==> src/rtl/ram_port_arbiter.sv <==
// ram_port_arbiter: two-channel round-robin front end for a simple dual-port RAM with 1-cycle reads.
// Optional macro RAM_ARB_RD_FWD_EN forwards same-cycle write data to a colliding read.
module ram_port_arbiter #(
    parameter int ADDR_LEN = 16,
    parameter int DATA_LEN = 8
) (
    input  logic                CLK,
    input  logic                RST,
    input  logic                a_wr_valid,
    input  logic [ADDR_LEN-1:0] a_wr_addr,
    input  logic [DATA_LEN-1:0] a_wr_data,
    output logic                a_wr_ready,
    input  logic                a_rd_valid,
    input  logic [ADDR_LEN-1:0] a_rd_addr,
    output logic                a_rd_ready,
    output logic                a_rvalid,
    output logic [DATA_LEN-1:0] a_rdata,
    input  logic                b_wr_valid,
    input  logic [ADDR_LEN-1:0] b_wr_addr,
    input  logic [DATA_LEN-1:0] b_wr_data,
    output logic                b_wr_ready,
    input  logic                b_rd_valid,
    input  logic [ADDR_LEN-1:0] b_rd_addr,
    output logic                b_rd_ready,
    output logic                b_rvalid,
    output logic [DATA_LEN-1:0] b_rdata,
    output logic                ram_wr_en,
    output logic [ADDR_LEN-1:0] ram_wr_addr,
    output logic [DATA_LEN-1:0] ram_wr_data,
    output logic [ADDR_LEN-1:0] ram_rd_addr,
    input  logic [DATA_LEN-1:0] ram_q
);
    // wr_last / rd_last: 1 when channel B won the most recent grant
    logic                wr_last, rd_last;
    logic                rd_grant;
    logic                rd_pend_vld, rd_pend_ch;
    logic [ADDR_LEN-1:0] rd_addr_q;
    logic [DATA_LEN-1:0] rdata;

    always_comb begin
        a_wr_ready  = a_wr_valid && (!b_wr_valid || wr_last);
        b_wr_ready  = b_wr_valid && !a_wr_ready;
        a_rd_ready  = a_rd_valid && (!b_rd_valid || rd_last);
        b_rd_ready  = b_rd_valid && !a_rd_ready;
        rd_grant    = a_rd_ready || b_rd_ready;
        ram_wr_en   = a_wr_ready || b_wr_ready;
        ram_wr_addr = a_wr_ready ? a_wr_addr : b_wr_ready ? b_wr_addr : '0;
        ram_wr_data = a_wr_ready ? a_wr_data : b_wr_ready ? b_wr_data : '0;
        ram_rd_addr = a_rd_ready ? a_rd_addr : b_rd_ready ? b_rd_addr : rd_addr_q;
        a_rvalid    = rd_pend_vld && !rd_pend_ch;
        b_rvalid    = rd_pend_vld && rd_pend_ch;
        a_rdata     = a_rvalid ? rdata : '0;
        b_rdata     = b_rvalid ? rdata : '0;
    end

    always_ff @(posedge CLK or posedge RST) begin
        if (RST) begin
            wr_last     <= 1'b1;
            rd_last     <= 1'b1;
            rd_pend_vld <= 1'b0;
            rd_pend_ch  <= 1'b0;
            rd_addr_q   <= '0;
        end else begin
            if (ram_wr_en) wr_last <= b_wr_ready;
            if (rd_grant) begin
                rd_last    <= b_rd_ready;
                rd_pend_ch <= b_rd_ready;
                rd_addr_q  <= ram_rd_addr;
            end
            rd_pend_vld <= rd_grant;
        end
    end

`ifdef RAM_ARB_RD_FWD_EN
    logic                fwd_hit;
    logic [DATA_LEN-1:0] fwd_data;

    always_ff @(posedge CLK or posedge RST) begin
        if (RST) begin
            fwd_hit  <= 1'b0;
            fwd_data <= '0;
        end else begin
            fwd_hit  <= ram_wr_en && rd_grant && (ram_wr_addr == ram_rd_addr);
            fwd_data <= ram_wr_data;
        end
    end

    assign rdata = fwd_hit ? fwd_data : ram_q;
`else
    assign rdata = ram_q;
`endif

endmodule
==> config.mk <==
export PLATFORM = sky130hd
export DESIGN_NAME = ram_port_arbiter
export DESIGN_NICKNAME = d
export VERILOG_FILES = /design/src/rtl/ram_port_arbiter.sv
export SDC_FILE = /design/constraint.sdc
export NUM_CORES = 1
export LEC_CHECK = 0
export CORE_UTILIZATION = 32
export CTS_CLUSTER_DIAMETER = 80
export DETAILED_ROUTE_END_ITERATION = 10
export GPL_TIMING_DRIVEN = 1
export PLACE_DENSITY = 0.9
export SYNTH_ARGS = -nofsm -noshare
export SYNTH_HDL_FRONTEND = slang
export SYNTH_SLANG_ARGS = --single-unit
==> constraint.sdc <==
create_clock -name CLK -period 3.56 [get_ports CLK]
set_clock_uncertainty 0.05 [all_clocks]
set_input_delay 0.712 -clock CLK [delete_from_list [all_inputs] [get_ports CLK]]
set_output_delay 0.712 -clock CLK [all_outputs]
set_load 0.1 [all_outputs]
==> flow_results.xml, run 1 <==
<?xml version="1.0" encoding="UTF-8"?>
<metrics>
  <group name="clock_tree">
    <metric name="ctsHoldBuffers" unit="">0</metric>
    <metric name="h-tree-depth" unit="">1</metric>
    <metric name="numCtsBuffers" unit="">3</metric>
    <metric name="postCtsSetupBuffers" unit="">0</metric>
    <metric name="clock_tree.root_cell" unit="">sky130_fd_sc_hd__clkbuf_8</metric>
    <metric name="path_clk_slew" unit="ns">0.07</metric>
    <metric name="cts.sink_count" unit="">20</metric>
    <metric name="worst_skew_pair.late_latency" unit="ns">0.26</metric>
    <metric name="tritoncts" unit="">done</metric>
    <metric name="clock_tree.buffer_depth" unit="">2</metric>
    <metric name="ctsResizeCount" unit="">0</metric>
  </group>
  <group name="synth">
    <metric name="synth.distinct_cells" unit="">26</metric>
    <metric name="synth_top_cells_by_area" unit="">sky130_fd_sc_hd__dfrtp_1 (28%), sky130_fd_sc_hd__mux2i_1 (10%), sky130_fd_sc_hd__o21ai_0 (9.8%), sky130_fd_sc_hd__and3_1 (9.5%), sky130_fd_sc_hd__a22o_1 (8.3%)</metric>
    <metric name="syn-cell-area" unit="µm²">1580</metric>
    <metric name="ys_ff_latch" unit="">20</metric>
    <metric name="syn_avg_cell_area" unit="µm²">8.95</metric>
    <metric name="synth_warnings" unit="">0</metric>
    <metric name="netlist.top_cell.by_area" unit="">sky130_fd_sc_hd__dfrtp_1</metric>
    <metric name="post-synth-top-count-cell" unit="">sky130_fd_sc_hd__o21ai_0</metric>
    <metric name="synthCells" unit="">177</metric>
    <metric name="ys_top_cells_by_count" unit="">sky130_fd_sc_hd__o21ai_0 (31), sky130_fd_sc_hd__and3_1 (24), sky130_fd_sc_hd__dfrtp_1 (18), sky130_fd_sc_hd__a31oi_1 (16), sky130_fd_sc_hd__mux2i_1 (16)</metric>
    <metric name="synth_seq_area_share" unit="">0.318</metric>
    <metric name="synth_async_sr_flop_share" unit="">1.00</metric>
    <metric name="yosys.area.top_type_share" unit="">0.284</metric>
    <metric name="dominantRegCellSynth" unit="">sky130_fd_sc_hd__dfrtp_1</metric>
    <metric name="synth.net_count" unit="">271</metric>
    <metric name="synth_enable_flop_cells" unit="">0</metric>
  </group>
  <group name="setup_path">
    <metric name="reg2reg_to" unit="">rd_addr_q[9]</metric>
    <metric name="path_delay_family" unit="">buffers and inverters</metric>
    <metric name="critical_path.max_stage_delay" unit="ns">0.56</metric>
    <metric name="worstPathRequired" unit="ns">2.80</metric>
    <metric name="timing.critical_path.buf_inv" unit="">3</metric>
    <metric name="path_class" unit="">in -&gt; out</metric>
    <metric name="ff2ff_setup_slack" unit="ns">1.90</metric>
    <metric name="crit_slowest_cell" unit="">sky130_fd_sc_hd__clkdlybuf4s50_1</metric>
    <metric name="cp_cell_sequence" unit="">clkdlybuf4s50_1 -&gt; a21boi_4 -&gt; buf_4 -&gt; a22o_1 -&gt; buf_12</metric>
    <metric name="crit-reg2reg-launch" unit="">rd_last</metric>
    <metric name="endpoint_class_of_the_critical_path" unit="">output pin</metric>
    <metric name="timing.reg2reg.worst_path_depth" unit="">3</metric>
    <metric name="crit_arrival" unit="ns">2.45</metric>
    <metric name="largest_fanout_of_any_net_on_the_critical_path" unit="">15</metric>
    <metric name="worst_setup_path_start_kind" unit="">input port</metric>
  </group>
  <group name="global_route">
    <metric name="vias_in_the_first_global_route" unit="">2011</metric>
    <metric name="grt_residual_overflow" unit="">0</metric>
    <metric name="grt_antenna_before_repair" unit="">0</metric>
    <metric name="grt_use_total" unit="">0.247</metric>
    <metric name="grt_pass1_wl" unit="µm">10000</metric>
    <metric name="grt_start_max_net_pins" unit="">52</metric>
  </group>
  <group name="sta">
    <metric name="finalSetupViolCount" unit="">0</metric>
    <metric name="timing.final.hold_violations" unit="">0</metric>
    <metric name="final_min_period_over_clock_period" unit="">0.901</metric>
    <metric name="unrepaired_setup_endpoints_after_global_routing" unit="">false</metric>
    <metric name="maxClockFrequency" unit="MHz">312</metric>
    <metric name="tightest_slew" unit="ns">0.775</metric>
    <metric name="timing_max_transition_violations_final" unit="">0</metric>
    <metric name="final_period_minus_worst_setup_slack" unit="ns">3.21</metric>
    <metric name="setup-tns-final" unit="ns">0</metric>
    <metric name="timing.slew.headroom" unit="">0.483</metric>
  </group>
  <group name="worst_hold_path">
    <metric name="worst_hold_startpoint" unit="">wr_last</metric>
    <metric name="worstHoldPathType" unit="">reg -&gt; reg</metric>
    <metric name="min_delay_path_depth" unit="">2</metric>
    <metric name="worst_hold_path.endpoint" unit="">wr_last</metric>
  </group>
  <group name="layout">
    <metric name="filler_cell_count" unit="">345</metric>
    <metric name="final-instance-count-excl-fill" unit="">390</metric>
    <metric name="insertedDiodeCount" unit="">0</metric>
    <metric name="final_layout_size_suffix_gt1_frac" unit="">0.272</metric>
    <metric name="final_cell_area" unit="µm²">3600</metric>
    <metric name="fin_nets" unit="">418</metric>
    <metric name="layout-area-overhead-vs-synth" unit="%">127</metric>
  </group>
  <group name="floorplan">
    <metric name="io_pins" unit="">157</metric>
    <metric name="die_height" unit="µm">72.4</metric>
    <metric name="core-area" unit="µm²">4750</metric>
    <metric name="design.die.area" unit="µm²">5240</metric>
    <metric name="chipWidth" unit="µm">72.4</metric>
    <metric name="initial_core_util" unit="">0.333</metric>
    <metric name="fp-row-count" unit="">25</metric>
  </group>
  <group name="drt">
    <metric name="route.antenna.remaining_nets" unit="">0</metric>
    <metric name="route.vias.total" unit="">1993</metric>
    <metric name="detail_route.drc_violations" unit="">0</metric>
    <metric name="drt_pass1_iterations" unit="">4</metric>
    <metric name="routed_wirelength" unit="µm">6780</metric>
    <metric name="drt-wirelength-per-cell" unit="µm">17.4</metric>
    <metric name="routed_via_density" unit="">5.11</metric>
    <metric name="initialDrtViolationCount" unit="">61</metric>
  </group>
  <group name="place">
    <metric name="dp_hpwl" unit="µm">5480</metric>
    <metric name="dp_cells" unit="">386</metric>
    <metric name="routabilityCongestion" unit="">0.757</metric>
    <metric name="detailed_place.area" unit="µm²">3550</metric>
    <metric name="numPortBuffers" unit="">156</metric>
  </group>
  <group name="power">
    <metric name="p_leak" unit="nW">1.62</metric>
    <metric name="power_density_of_the_placed_cells" unit="nW/µm²">440</metric>
    <metric name="vdd.ir_drop.worst" unit="V">0.000370</metric>
  </group>
  <group name="outcome">
    <metric name="result_of_the_run" unit="">finished clean</metric>
  </group>
  <group name="run">
    <metric name="max-cap-violations" unit="">0</metric>
  </group>
</metrics>
==> layout by cell type, fill, tap and decap left out, drive strengths merged <==
master,count
clkdlybuf4s50,93
buf,68
o21ai,33
and3,24
a22o,24
dfrtp,18
mux2i,16
a31oi,16
and2,9
inv,5
clkbuf,4
a21boi,3
or2,2
dfstp,2
nand2,2
nor2b,1
o21a,1
nor2,1
a21oi,1
==> worst register-to-register path, cell delays in order (launching register included) <==
cell and delay [ns]:
sky130_fd_sc_hd__dfstp_2 0.71, sky130_fd_sc_hd__nand2_2 0.31, sky130_fd_sc_hd__a31oi_1 0.30, sky130_fd_sc_hd__o21ai_0 0.14
==> per-stage QoR <==
stage	total power, mW	hold WS, ns	utilization	worst slack [ns]
floorplan	1.00	0.453	-	0.310
global placement	1.42	0.463	0.747	0.392
detailed placement	1.43	0.472	0.747	0.368
CTS	1.59	0.485	0.757	0.362
global route	1.63	0.497	0.757	0.255
finish	1.58	0.481	0.757	0.353
==> kinds of logic (layout without fill, tap and decap cells) <==
kind of cell,Yosys count,after routing,share of synthesized area
AO/OA/AOI/OAI,78,78,0.344
buffers and inverters,24,170,0.0869
flip-flops,20,20,0.318
multiplexers,16,16,0.101
AND/OR/NAND/NOR,39,39,0.151
==> final cells by class <==
cell class                 count  area, µm²  area share
clock buffer                   4       45.0      0.0125
multi-input combinational    133        943       0.262
timing repair buffer         161       2000       0.557
tap                           67       83.8      0.0233
inverter                       5       18.8     0.00522
sequential                    20        503       0.140
==> worst max path at each step <==
stage,start,to,slack [ns],depth (start not counted)
after floorplan,a_rd_valid,ram_rd_addr[11],0.31,4
after global placement,a_wr_valid,ram_wr_data[6],0.39,5
after detailed placement,a_wr_valid,ram_wr_data[6],0.37,5
after CTS,a_wr_valid,ram_wr_data[6],0.36,5
after global routing,a_rd_valid,ram_rd_addr[15],0.25,5
final,a_wr_valid,ram_wr_data[6],0.35,5
==> per-layer routing <==
metal	global-route usage	wire length, µm
met1	0.258	2490
met2	0.494	3730
met3	0.0597	518
met4	0.0436	37
met5	0	0
==> power breakdown <==
part	switching (mW)	internal, mW	total, mW
Clock	0.0739	0.0796	0.153
Combinational	0.741	0.406	1.15
Sequential	0.0226	0.260	0.283
Total	0.837	0.745	1.58
==> flip-flops by register name (all words and copies together) (netlist names) <==
name / flops
wr_last: 1
rd_addr_q: 16
rd_last: 1
rd_pend_ch: 1
rd_pend_vld: 1
(Power assumes the default switching activity.)
==> run 2, diff against run 1 <==
--- a/config.mk
+++ b/config.mk
@@ -5,7 +5,8 @@
 export SDC_FILE = /design/constraint.sdc
 export NUM_CORES = 1
 export LEC_CHECK = 0
-export CORE_UTILIZATION = 32
+export ABC_AREA = 1
+export CORE_UTILIZATION = 30
 export CTS_CLUSTER_DIAMETER = 80
 export DETAILED_ROUTE_END_ITERATION = 10
 export GPL_TIMING_DRIVEN = 1
==> run 2 against run 1 <==
Net effect:
- critical path depth unchanged
- combinational power decreased by 5%
- largest power group unchanged
- sequential power decreased by 5%
- hold slack got worse by 0.014 ns
- routed wire length decreased by 11%
- global-route usage decreased by 1.1 points
- the run now ends with DRC left
- count of clock-buffer cells in the layout unchanged
- synthesized cell count increased by 28%
- largest cell class unchanged
==> flow_results.xml, run 2 <==
<?xml version="1.0" encoding="UTF-8"?>
<metrics>
  <group name="clock_tree">
    <metric name="ctsHoldBuffers" unit="">0</metric>
    <metric name="tritoncts" unit="">done</metric>
    <metric name="path_clk_slew" unit="ns">0.07</metric>
    <metric name="ctsResizeCount" unit="">0</metric>
    <metric name="numCtsBuffers" unit="">3</metric>
    <metric name="worst_skew_pair.late_latency" unit="ns">0.25</metric>
    <metric name="cts.sink_count" unit="">20</metric>
    <metric name="clock_tree.buffer_depth" unit="">2</metric>
    <metric name="clock_tree.root_cell" unit="">sky130_fd_sc_hd__clkbuf_8</metric>
    <metric name="postCtsSetupBuffers" unit="">0</metric>
    <metric name="h-tree-depth" unit="">1</metric>
  </group>
  <group name="setup_path">
    <metric name="cp_cell_sequence" unit="">clkdlybuf4s50_1 -&gt; a21oi_4 -&gt; nand2_1 -&gt; nand3_1 -&gt; buf_12</metric>
    <metric name="largest_fanout_of_any_net_on_the_critical_path" unit="">17</metric>
    <metric name="timing.critical_path.buf_inv" unit="">2</metric>
    <metric name="timing.reg2reg.worst_path_depth" unit="">5</metric>
    <metric name="critical_path.max_stage_delay" unit="ns">0.64</metric>
    <metric name="crit-reg2reg-launch" unit="">rd_last</metric>
    <metric name="worstPathRequired" unit="ns">2.80</metric>
    <metric name="crit_slowest_cell" unit="">sky130_fd_sc_hd__clkdlybuf4s50_1</metric>
    <metric name="crit_arrival" unit="ns">2.46</metric>
    <metric name="path_delay_family" unit="">buffers and inverters</metric>
    <metric name="reg2reg_to" unit="">rd_addr_q[0]</metric>
    <metric name="endpoint_class_of_the_critical_path" unit="">output pin</metric>
    <metric name="path_class" unit="">in -&gt; out</metric>
    <metric name="worst_setup_path_start_kind" unit="">input port</metric>
    <metric name="ff2ff_setup_slack" unit="ns">2.02</metric>
  </group>
  <group name="floorplan">
    <metric name="io_pins" unit="">157</metric>
    <metric name="fp-row-count" unit="">24</metric>
    <metric name="chipWidth" unit="µm">71.0</metric>
    <metric name="die_height" unit="µm">71.0</metric>
    <metric name="core-area" unit="µm²">4470</metric>
    <metric name="initial_core_util" unit="">0.319</metric>
    <metric name="design.die.area" unit="µm²">5030</metric>
  </group>
  <group name="synth">
    <metric name="synth.net_count" unit="">321</metric>
    <metric name="synthCells" unit="">227</metric>
    <metric name="dominantRegCellSynth" unit="">sky130_fd_sc_hd__dfrtp_1</metric>
    <metric name="synth_enable_flop_cells" unit="">0</metric>
    <metric name="syn-cell-area" unit="µm²">1430</metric>
    <metric name="yosys.area.top_type_share" unit="">0.316</metric>
    <metric name="synth_top_cells_by_area" unit="">sky130_fd_sc_hd__dfrtp_1 (32%), sky130_fd_sc_hd__nand2_1 (24%), sky130_fd_sc_hd__nand3_1 (22%), sky130_fd_sc_hd__nor2_1 (4.2%), sky130_fd_sc_hd__dfstp_2 (3.7%)</metric>
    <metric name="netlist.top_cell.by_area" unit="">sky130_fd_sc_hd__dfrtp_1</metric>
    <metric name="synth.distinct_cells" unit="">18</metric>
    <metric name="synth_seq_area_share" unit="">0.353</metric>
    <metric name="ys_top_cells_by_count" unit="">sky130_fd_sc_hd__nand2_1 (92), sky130_fd_sc_hd__nand3_1 (64), sky130_fd_sc_hd__dfrtp_1 (18), sky130_fd_sc_hd__nor2_1 (16), sky130_fd_sc_hd__inv_1 (14)</metric>
    <metric name="syn_avg_cell_area" unit="µm²">6.28</metric>
    <metric name="ys_ff_latch" unit="">20</metric>
    <metric name="post-synth-top-count-cell" unit="">sky130_fd_sc_hd__nand2_1</metric>
    <metric name="synth_async_sr_flop_share" unit="">1.00</metric>
    <metric name="synth_warnings" unit="">0</metric>
  </group>
  <group name="sta">
    <metric name="unrepaired_setup_endpoints_after_global_routing" unit="">false</metric>
    <metric name="finalSetupViolCount" unit="">0</metric>
    <metric name="final_min_period_over_clock_period" unit="">0.905</metric>
    <metric name="timing.final.hold_violations" unit="">0</metric>
    <metric name="timing.slew.headroom" unit="">0.509</metric>
    <metric name="tightest_slew" unit="ns">0.736</metric>
    <metric name="final_period_minus_worst_setup_slack" unit="ns">3.22</metric>
    <metric name="timing_max_transition_violations_final" unit="">0</metric>
    <metric name="setup-tns-final" unit="ns">0</metric>
    <metric name="maxClockFrequency" unit="MHz">310</metric>
  </group>
  <group name="drt">
    <metric name="routed_via_density" unit="">4.85</metric>
    <metric name="routed_wirelength" unit="µm">6030</metric>
    <metric name="route.antenna.remaining_nets" unit="">0</metric>
    <metric name="drt_pass1_iterations" unit="">8</metric>
    <metric name="detail_route.drc_violations" unit="">13</metric>
    <metric name="initialDrtViolationCount" unit="">92</metric>
    <metric name="drt-wirelength-per-cell" unit="µm">14.0</metric>
    <metric name="route.vias.total" unit="">2091</metric>
  </group>
  <group name="layout">
    <metric name="largest-register" unit="">rd_addr_q</metric>
    <metric name="fin_nets" unit="">474</metric>
    <metric name="final_layout_size_suffix_gt1_frac" unit="">0.208</metric>
    <metric name="largest_reg_flops" unit="">16</metric>
    <metric name="insertedDiodeCount" unit="">0</metric>
    <metric name="final_common_cell" unit="">sky130_fd_sc_hd__clkdlybuf4s50_1</metric>
    <metric name="finalCoreUtilization" unit="">0.771</metric>
    <metric name="layout-area-overhead-vs-synth" unit="%">142</metric>
    <metric name="layout_common_cells" unit="">sky130_fd_sc_hd__clkdlybuf4s50_1 (93), sky130_fd_sc_hd__nand2_1 (92), sky130_fd_sc_hd__nand3_1 (64)</metric>
  </group>
  <group name="global_route">
    <metric name="grt_start_max_net_pins" unit="">26</metric>
    <metric name="grt_use_total" unit="">0.236</metric>
    <metric name="grt_antenna_before_repair" unit="">0</metric>
    <metric name="vias_in_the_first_global_route" unit="">2001</metric>
    <metric name="grt_residual_overflow" unit="">0</metric>
    <metric name="grt_pass1_wl" unit="µm">9530</metric>
  </group>
  <group name="power">
    <metric name="vdd.ir_drop.worst" unit="V">0.000265</metric>
    <metric name="pwr-share-seq" unit="">0.177</metric>
    <metric name="power_switching" unit="µW">806</metric>
    <metric name="combPwrFrac" unit="">0.712</metric>
    <metric name="post-layout-total-power" unit="mW">1.53</metric>
    <metric name="internal_power" unit="µW">721</metric>
    <metric name="clockPowerShare" unit="">0.111</metric>
    <metric name="p_leak" unit="nW">1.70</metric>
    <metric name="fraction_of_power_spent_switching_nets" unit="">0.528</metric>
    <metric name="power_density_of_the_placed_cells" unit="nW/µm²">442</metric>
  </group>
  <group name="worst_hold_path">
    <metric name="worstHoldPathType" unit="">reg -&gt; reg</metric>
    <metric name="worst_hold_startpoint" unit="">rd_last</metric>
    <metric name="worst_hold_path.endpoint" unit="">rd_last</metric>
    <metric name="min_delay_path_depth" unit="">2</metric>
  </group>
  <group name="run">
    <metric name="max-cap-violations" unit="">0</metric>
  </group>
  <group name="outcome">
    <metric name="result_of_the_run" unit="">finished, violations left</metric>
    <metric name="violated_checks" unit="">DRC</metric>
  </group>
  <group name="place">
    <metric name="routabilityCongestion" unit="">0.780</metric>
    <metric name="numPortBuffers" unit="">156</metric>
    <metric name="dp_hpwl" unit="µm">5080</metric>
  </group>
</metrics>
-- run 2: cell count changes in the layout (fill, tap and decap cells not counted), sizes merged, moves of 9 or more --
| cell | change |
|---|---|
| a22o | -24 |
| a31oi | -16 |
| and2 | -9 |
| and3 | -24 |
| inv | +12 |
| mux2i | -16 |
| nand2 | +92 |
| nand3 | +64 |
| nor2 | +15 |
| o21ai | -31 |
-- run 2: cell families (layout without fill, tap and decap cells) --
kind of cell,count (synthesis),count (layout),synth area share
simple gates,174,174,0.521
buf+inv,27,179,0.0903
flops,20,20,0.353
compound gates,6,6,0.0360
-- run 2: per-stage QoR --
step | cells | hold slack (ns) | cell area (µm²) | setup WS [ns]
final | 431 | 0.468 | 3450 | 0.339
after floorplan | 227 | 0.431 | 1430 | 0.536
after global routing | 431 | 0.495 | 3450 | 0.179
after detailed placement | 427 | 0.453 | 3400 | 0.343
after CTS | 431 | 0.466 | 3450 | 0.337
after global placement | 427 | 0.448 | 3400 | 0.462
-- run 2: worst max path at each step --
stage / cells past startpoint / to / from / slack (ns)
after detailed placement: 5 / ram_rd_addr[0] / a_rd_valid / 0.34
after global placement: 5 / ram_rd_addr[8] / a_rd_valid / 0.46
after global routing: 5 / ram_rd_addr[5] / a_rd_valid / 0.18
after floorplan: 5 / ram_wr_addr[13] / b_wr_valid / 0.54
after CTS: 5 / ram_rd_addr[0] / a_rd_valid / 0.34
final: 5 / ram_rd_addr[0] / a_rd_valid / 0.34
-- run 2: worst min-delay path: cells and delay by family, from the launching register on --
| kind | cells | cell delay, ns |
|---|---|---|
| AOI/OAI and AO/OA | 1 | 0.07 |
| buffers and inverters | 1 | 0.06 |
| DFF | 1 | 0.39 |
-- run 2: layout make-up --
type | instances | area (µm²)
Clock buffer | 4 | 55.1
Timing Repair Buffer | 158 | 1970
Multi-Input combinational cell | 180 | 795
Sequential cell | 20 | 503
Inverter | 17 | 63.8
Fill cell | 315 | 1020
Tap cell | 52 | 65.1
-- run 2: power by group through the flow --
stage	registers, mW	logic (mW)	clock network, mW
2_1_floorplan	0.272	0.676	0
3_3_place_gp	0.273	1.08	0
3_5_place_dp	0.275	1.09	0
4_1_cts	0.270	1.09	0.172
5_1_grt	0.273	1.12	0.186
6_report	0.270	1.09	0.169
-- run 2: layer usage --
| layer | global-route usage | share of wire | vias to the layer above |
|---|---|---|---|
| met5 | 0 | 0 | - |
| met4 | 0.0422 | 0.011 | 0 |
| met1 | 0.260 | 0.35 | 955 |
| li1 | - | - | 1030 |
| met2 | 0.456 | 0.54 | 100 |
| met3 | 0.0598 | 0.10 | 6 |
==> run 3, diff against run 2 <==
--- a/config.mk
+++ b/config.mk
@@ -6,11 +6,12 @@
 export NUM_CORES = 1
 export LEC_CHECK = 0
 export ABC_AREA = 1
-export CORE_UTILIZATION = 30
+export CORE_UTILIZATION = 40
 export CTS_CLUSTER_DIAMETER = 80
 export DETAILED_ROUTE_END_ITERATION = 10
+export DONT_BUFFER_PORTS = 1
 export GPL_TIMING_DRIVEN = 1
-export PLACE_DENSITY = 0.9
+export PLACE_DENSITY = 0.58
 export SYNTH_ARGS = -nofsm -noshare
 export SYNTH_HDL_FRONTEND = slang
 export SYNTH_SLANG_ARGS = --single-unit
==> run 3 against run 2 <==
Net effect:
- the run now ends clean
- clock power is 25% lower
- hold slack worse by 0.11 ns
- worst setup slack better by 0.59 ns
- largest power group unchanged
==> flow_results.xml, run 3 (synthesized netlist as in run 2, its figures left out) <==
<?xml version="1.0" encoding="UTF-8"?>
<metrics>
  <group name="outcome">
    <metric name="result_of_the_run" unit="">finished clean</metric>
  </group>
  <group name="sta">
    <metric name="timing.final.hold_violations" unit="">0</metric>
    <metric name="maxClockFrequency" unit="MHz">380</metric>
    <metric name="final_min_period_over_clock_period" unit="">0.739</metric>
    <metric name="tightest_slew" unit="ns">0.916</metric>
    <metric name="finalSetupViolCount" unit="">0</metric>
    <metric name="setup-tns-final" unit="ns">0</metric>
    <metric name="timing_max_transition_violations_final" unit="">0</metric>
    <metric name="final_period_minus_worst_setup_slack" unit="ns">2.63</metric>
    <metric name="setup_slack" unit="ns">0.930</metric>
    <metric name="timing.slew.headroom" unit="">0.388</metric>
    <metric name="unrepaired_setup_endpoints_after_global_routing" unit="">false</metric>
  </group>
  <group name="drt">
    <metric name="drt_pass1_iterations" unit="">4</metric>
    <metric name="route.antenna.remaining_nets" unit="">0</metric>
    <metric name="routed_via_density" unit="">5.11</metric>
    <metric name="drt-wirelength-per-cell" unit="µm">12.3</metric>
    <metric name="routed_wirelength" unit="µm">4020</metric>
    <metric name="initialDrtViolationCount" unit="">46</metric>
    <metric name="detail_route.drc_violations" unit="">0</metric>
    <metric name="route.vias.total" unit="">1672</metric>
  </group>
  <group name="layout">
    <metric name="layout_common_cells" unit="">sky130_fd_sc_hd__nand2_1 (92), sky130_fd_sc_hd__nand3_1 (64), sky130_fd_sc_hd__buf_4 (60)</metric>
    <metric name="largest-register" unit="">rd_addr_q</metric>
    <metric name="final_common_cell" unit="">sky130_fd_sc_hd__nand2_1</metric>
    <metric name="final_layout_size_suffix_gt1_frac" unit="">0.320</metric>
    <metric name="layout-area-overhead-vs-synth" unit="%">36.9</metric>
    <metric name="largest_reg_flops" unit="">16</metric>
    <metric name="final_cell_area" unit="µm²">1950</metric>
    <metric name="final-instance-count-excl-fill" unit="">327</metric>
    <metric name="filler_cell_count" unit="">317</metric>
    <metric name="insertedDiodeCount" unit="">0</metric>
    <metric name="fin_nets" unit="">376</metric>
  </group>
  <group name="clock_tree">
    <metric name="numCtsBuffers" unit="">3</metric>
    <metric name="cts.sink_count" unit="">20</metric>
    <metric name="ctsHoldBuffers" unit="">0</metric>
    <metric name="postCtsSetupBuffers" unit="">0</metric>
    <metric name="clock_tree.root_cell" unit="">sky130_fd_sc_hd__clkbuf_4</metric>
    <metric name="ctsResizeCount" unit="">0</metric>
    <metric name="worst_skew_pair.late_latency" unit="ns">0.29</metric>
    <metric name="clock_tree.buffer_depth" unit="">2</metric>
    <metric name="h-tree-depth" unit="">1</metric>
    <metric name="tritoncts" unit="">done</metric>
    <metric name="path_clk_slew" unit="ns">0.10</metric>
  </group>
  <group name="floorplan">
    <metric name="die_height" unit="µm">61.7</metric>
    <metric name="initial_core_util" unit="">0.424</metric>
    <metric name="io_pins" unit="">157</metric>
    <metric name="fp-row-count" unit="">21</metric>
    <metric name="chipWidth" unit="µm">61.7</metric>
    <metric name="core-area" unit="µm²">3360</metric>
    <metric name="design.die.area" unit="µm²">3810</metric>
  </group>
  <group name="setup_path">
    <metric name="crit_slowest_cell" unit="">sky130_fd_sc_hd__dfstp_2</metric>
    <metric name="critical_path.max_stage_delay" unit="ns">0.57</metric>
    <metric name="crit-reg2reg-launch" unit="">rd_last</metric>
    <metric name="timing.critical_path.buf_inv" unit="">2</metric>
    <metric name="worstPathRequired" unit="ns">2.80</metric>
    <metric name="path_delay_family" unit="">simple AND/OR/NAND/NOR gates</metric>
    <metric name="cp_cell_sequence" unit="">inv_2 -&gt; nand2_2 -&gt; nand2_4 -&gt; nand3_1 -&gt; nand3_1 -&gt; buf_4</metric>
    <metric name="path_class" unit="">reg -&gt; out</metric>
    <metric name="largest_fanout_of_any_net_on_the_critical_path" unit="">18</metric>
    <metric name="worst_setup_path_start_kind" unit="">flop</metric>
    <metric name="crit_arrival" unit="ns">1.87</metric>
    <metric name="crit_path_frequent_cell" unit="">sky130_fd_sc_hd__nand3_1</metric>
    <metric name="critical_path_launch_point" unit="">rd_last</metric>
    <metric name="endpoint_class_of_the_critical_path" unit="">output pin</metric>
  </group>
  <group name="global_route">
    <metric name="grt_antenna_before_repair" unit="">0</metric>
    <metric name="grt_use_total" unit="">0.185</metric>
    <metric name="grt_residual_overflow" unit="">0</metric>
    <metric name="grt_pass1_wl" unit="µm">5210</metric>
    <metric name="vias_in_the_first_global_route" unit="">1199</metric>
    <metric name="grt_start_max_net_pins" unit="">26</metric>
  </group>
  <group name="power">
    <metric name="power_switching" unit="µW">744</metric>
    <metric name="pwr-share-seq" unit="">0.225</metric>
    <metric name="clockPowerShare" unit="">0.106</metric>
    <metric name="vdd.ir_drop.worst" unit="V">0.000282</metric>
    <metric name="combPwrFrac" unit="">0.669</metric>
    <metric name="post-layout-total-power" unit="mW">1.20</metric>
    <metric name="fraction_of_power_spent_switching_nets" unit="">0.620</metric>
    <metric name="p_leak" unit="nW">1.12</metric>
    <metric name="internal_power" unit="µW">456</metric>
    <metric name="power_density_of_the_placed_cells" unit="nW/µm²">614</metric>
  </group>
  <group name="place">
    <metric name="placement.setup.worst_slack" unit="ns">1.01</metric>
    <metric name="routabilityCongestion" unit="">0.720</metric>
    <metric name="detailed_place.area" unit="µm²">1920</metric>
    <metric name="dp_cells" unit="">323</metric>
    <metric name="numPortBuffers" unit="">0</metric>
    <metric name="dp_hpwl" unit="µm">3210</metric>
  </group>
  <group name="worst_hold_path">
    <metric name="worstHoldPathType" unit="">in -&gt; async</metric>
  </group>
  <group name="run">
    <metric name="max-cap-violations" unit="">0</metric>
  </group>
</metrics>
-- run 3: worst reg2reg max path, cell delays in order, from the launching register on --
cell                      delay (ns)
sky130_fd_sc_hd__dfstp_2        0.57
sky130_fd_sc_hd__inv_2          0.04
sky130_fd_sc_hd__nand2_2        0.28
sky130_fd_sc_hd__nand2_4        0.21
sky130_fd_sc_hd__nand3_1        0.15
sky130_fd_sc_hd__nand3_1        0.08
-- run 3: worst paths after layout --
| kind | slack, ns | endpoint | cells after the start |
|---|---|---|---|
| min reg2reg | 0.46 | rd_last | 2 |
| max | 0.93 | ram_rd_addr[5] | 6 |
| max in group asynchronous | 2.65 | rd_addr_q[15] | 1 |
| min in group CLK | 0.43 | rd_last | 1 |
| min | 0.36 | rd_addr_q[9] | 1 |
| max reg2reg | 2.06 | rd_addr_q[6] | 5 |
-- run 3: per-layer routing --
metal	track usage	up-vias	routed length (µm)
met1	0.210	743	1500
met2	0.341	84	2080
met5	0	-	0
li1	-	837	-
met3	0.0290	8	371
met4	0.0794	0	60
-- run 3: cell type report --
class	count	area [µm²]	area share
Tap cell	46	57.6	0.0295
Multi-Input combinational cell	180	842	0.431
Sequential cell	20	503	0.258
Clock buffer	4	36.3	0.0186
Inverter	17	63.8	0.0327
Timing Repair Buffer	60	450	0.231
-- run 3: stage by stage --
stage               utilization  hold slack [ns]
global placement          0.570            0.450
CTS                       0.581            0.384
detailed placement        0.570            0.450
finish                    0.581            0.355
floorplan                     -            0.431
global route              0.581            0.423
-- run 3: power by group through the flow --
| stage | Combinational [mW] | Sequential [mW] | Clock [mW] |
|---|---|---|---|
| floorplan | 0.676 | 0.272 | 0 |
| global placement | 0.803 | 0.274 | 0 |
| detailed placement | 0.806 | 0.275 | 0 |
| CTS | 0.807 | 0.270 | 0.132 |
| global route | 0.838 | 0.274 | 0.141 |
| finish | 0.802 | 0.270 | 0.127 |
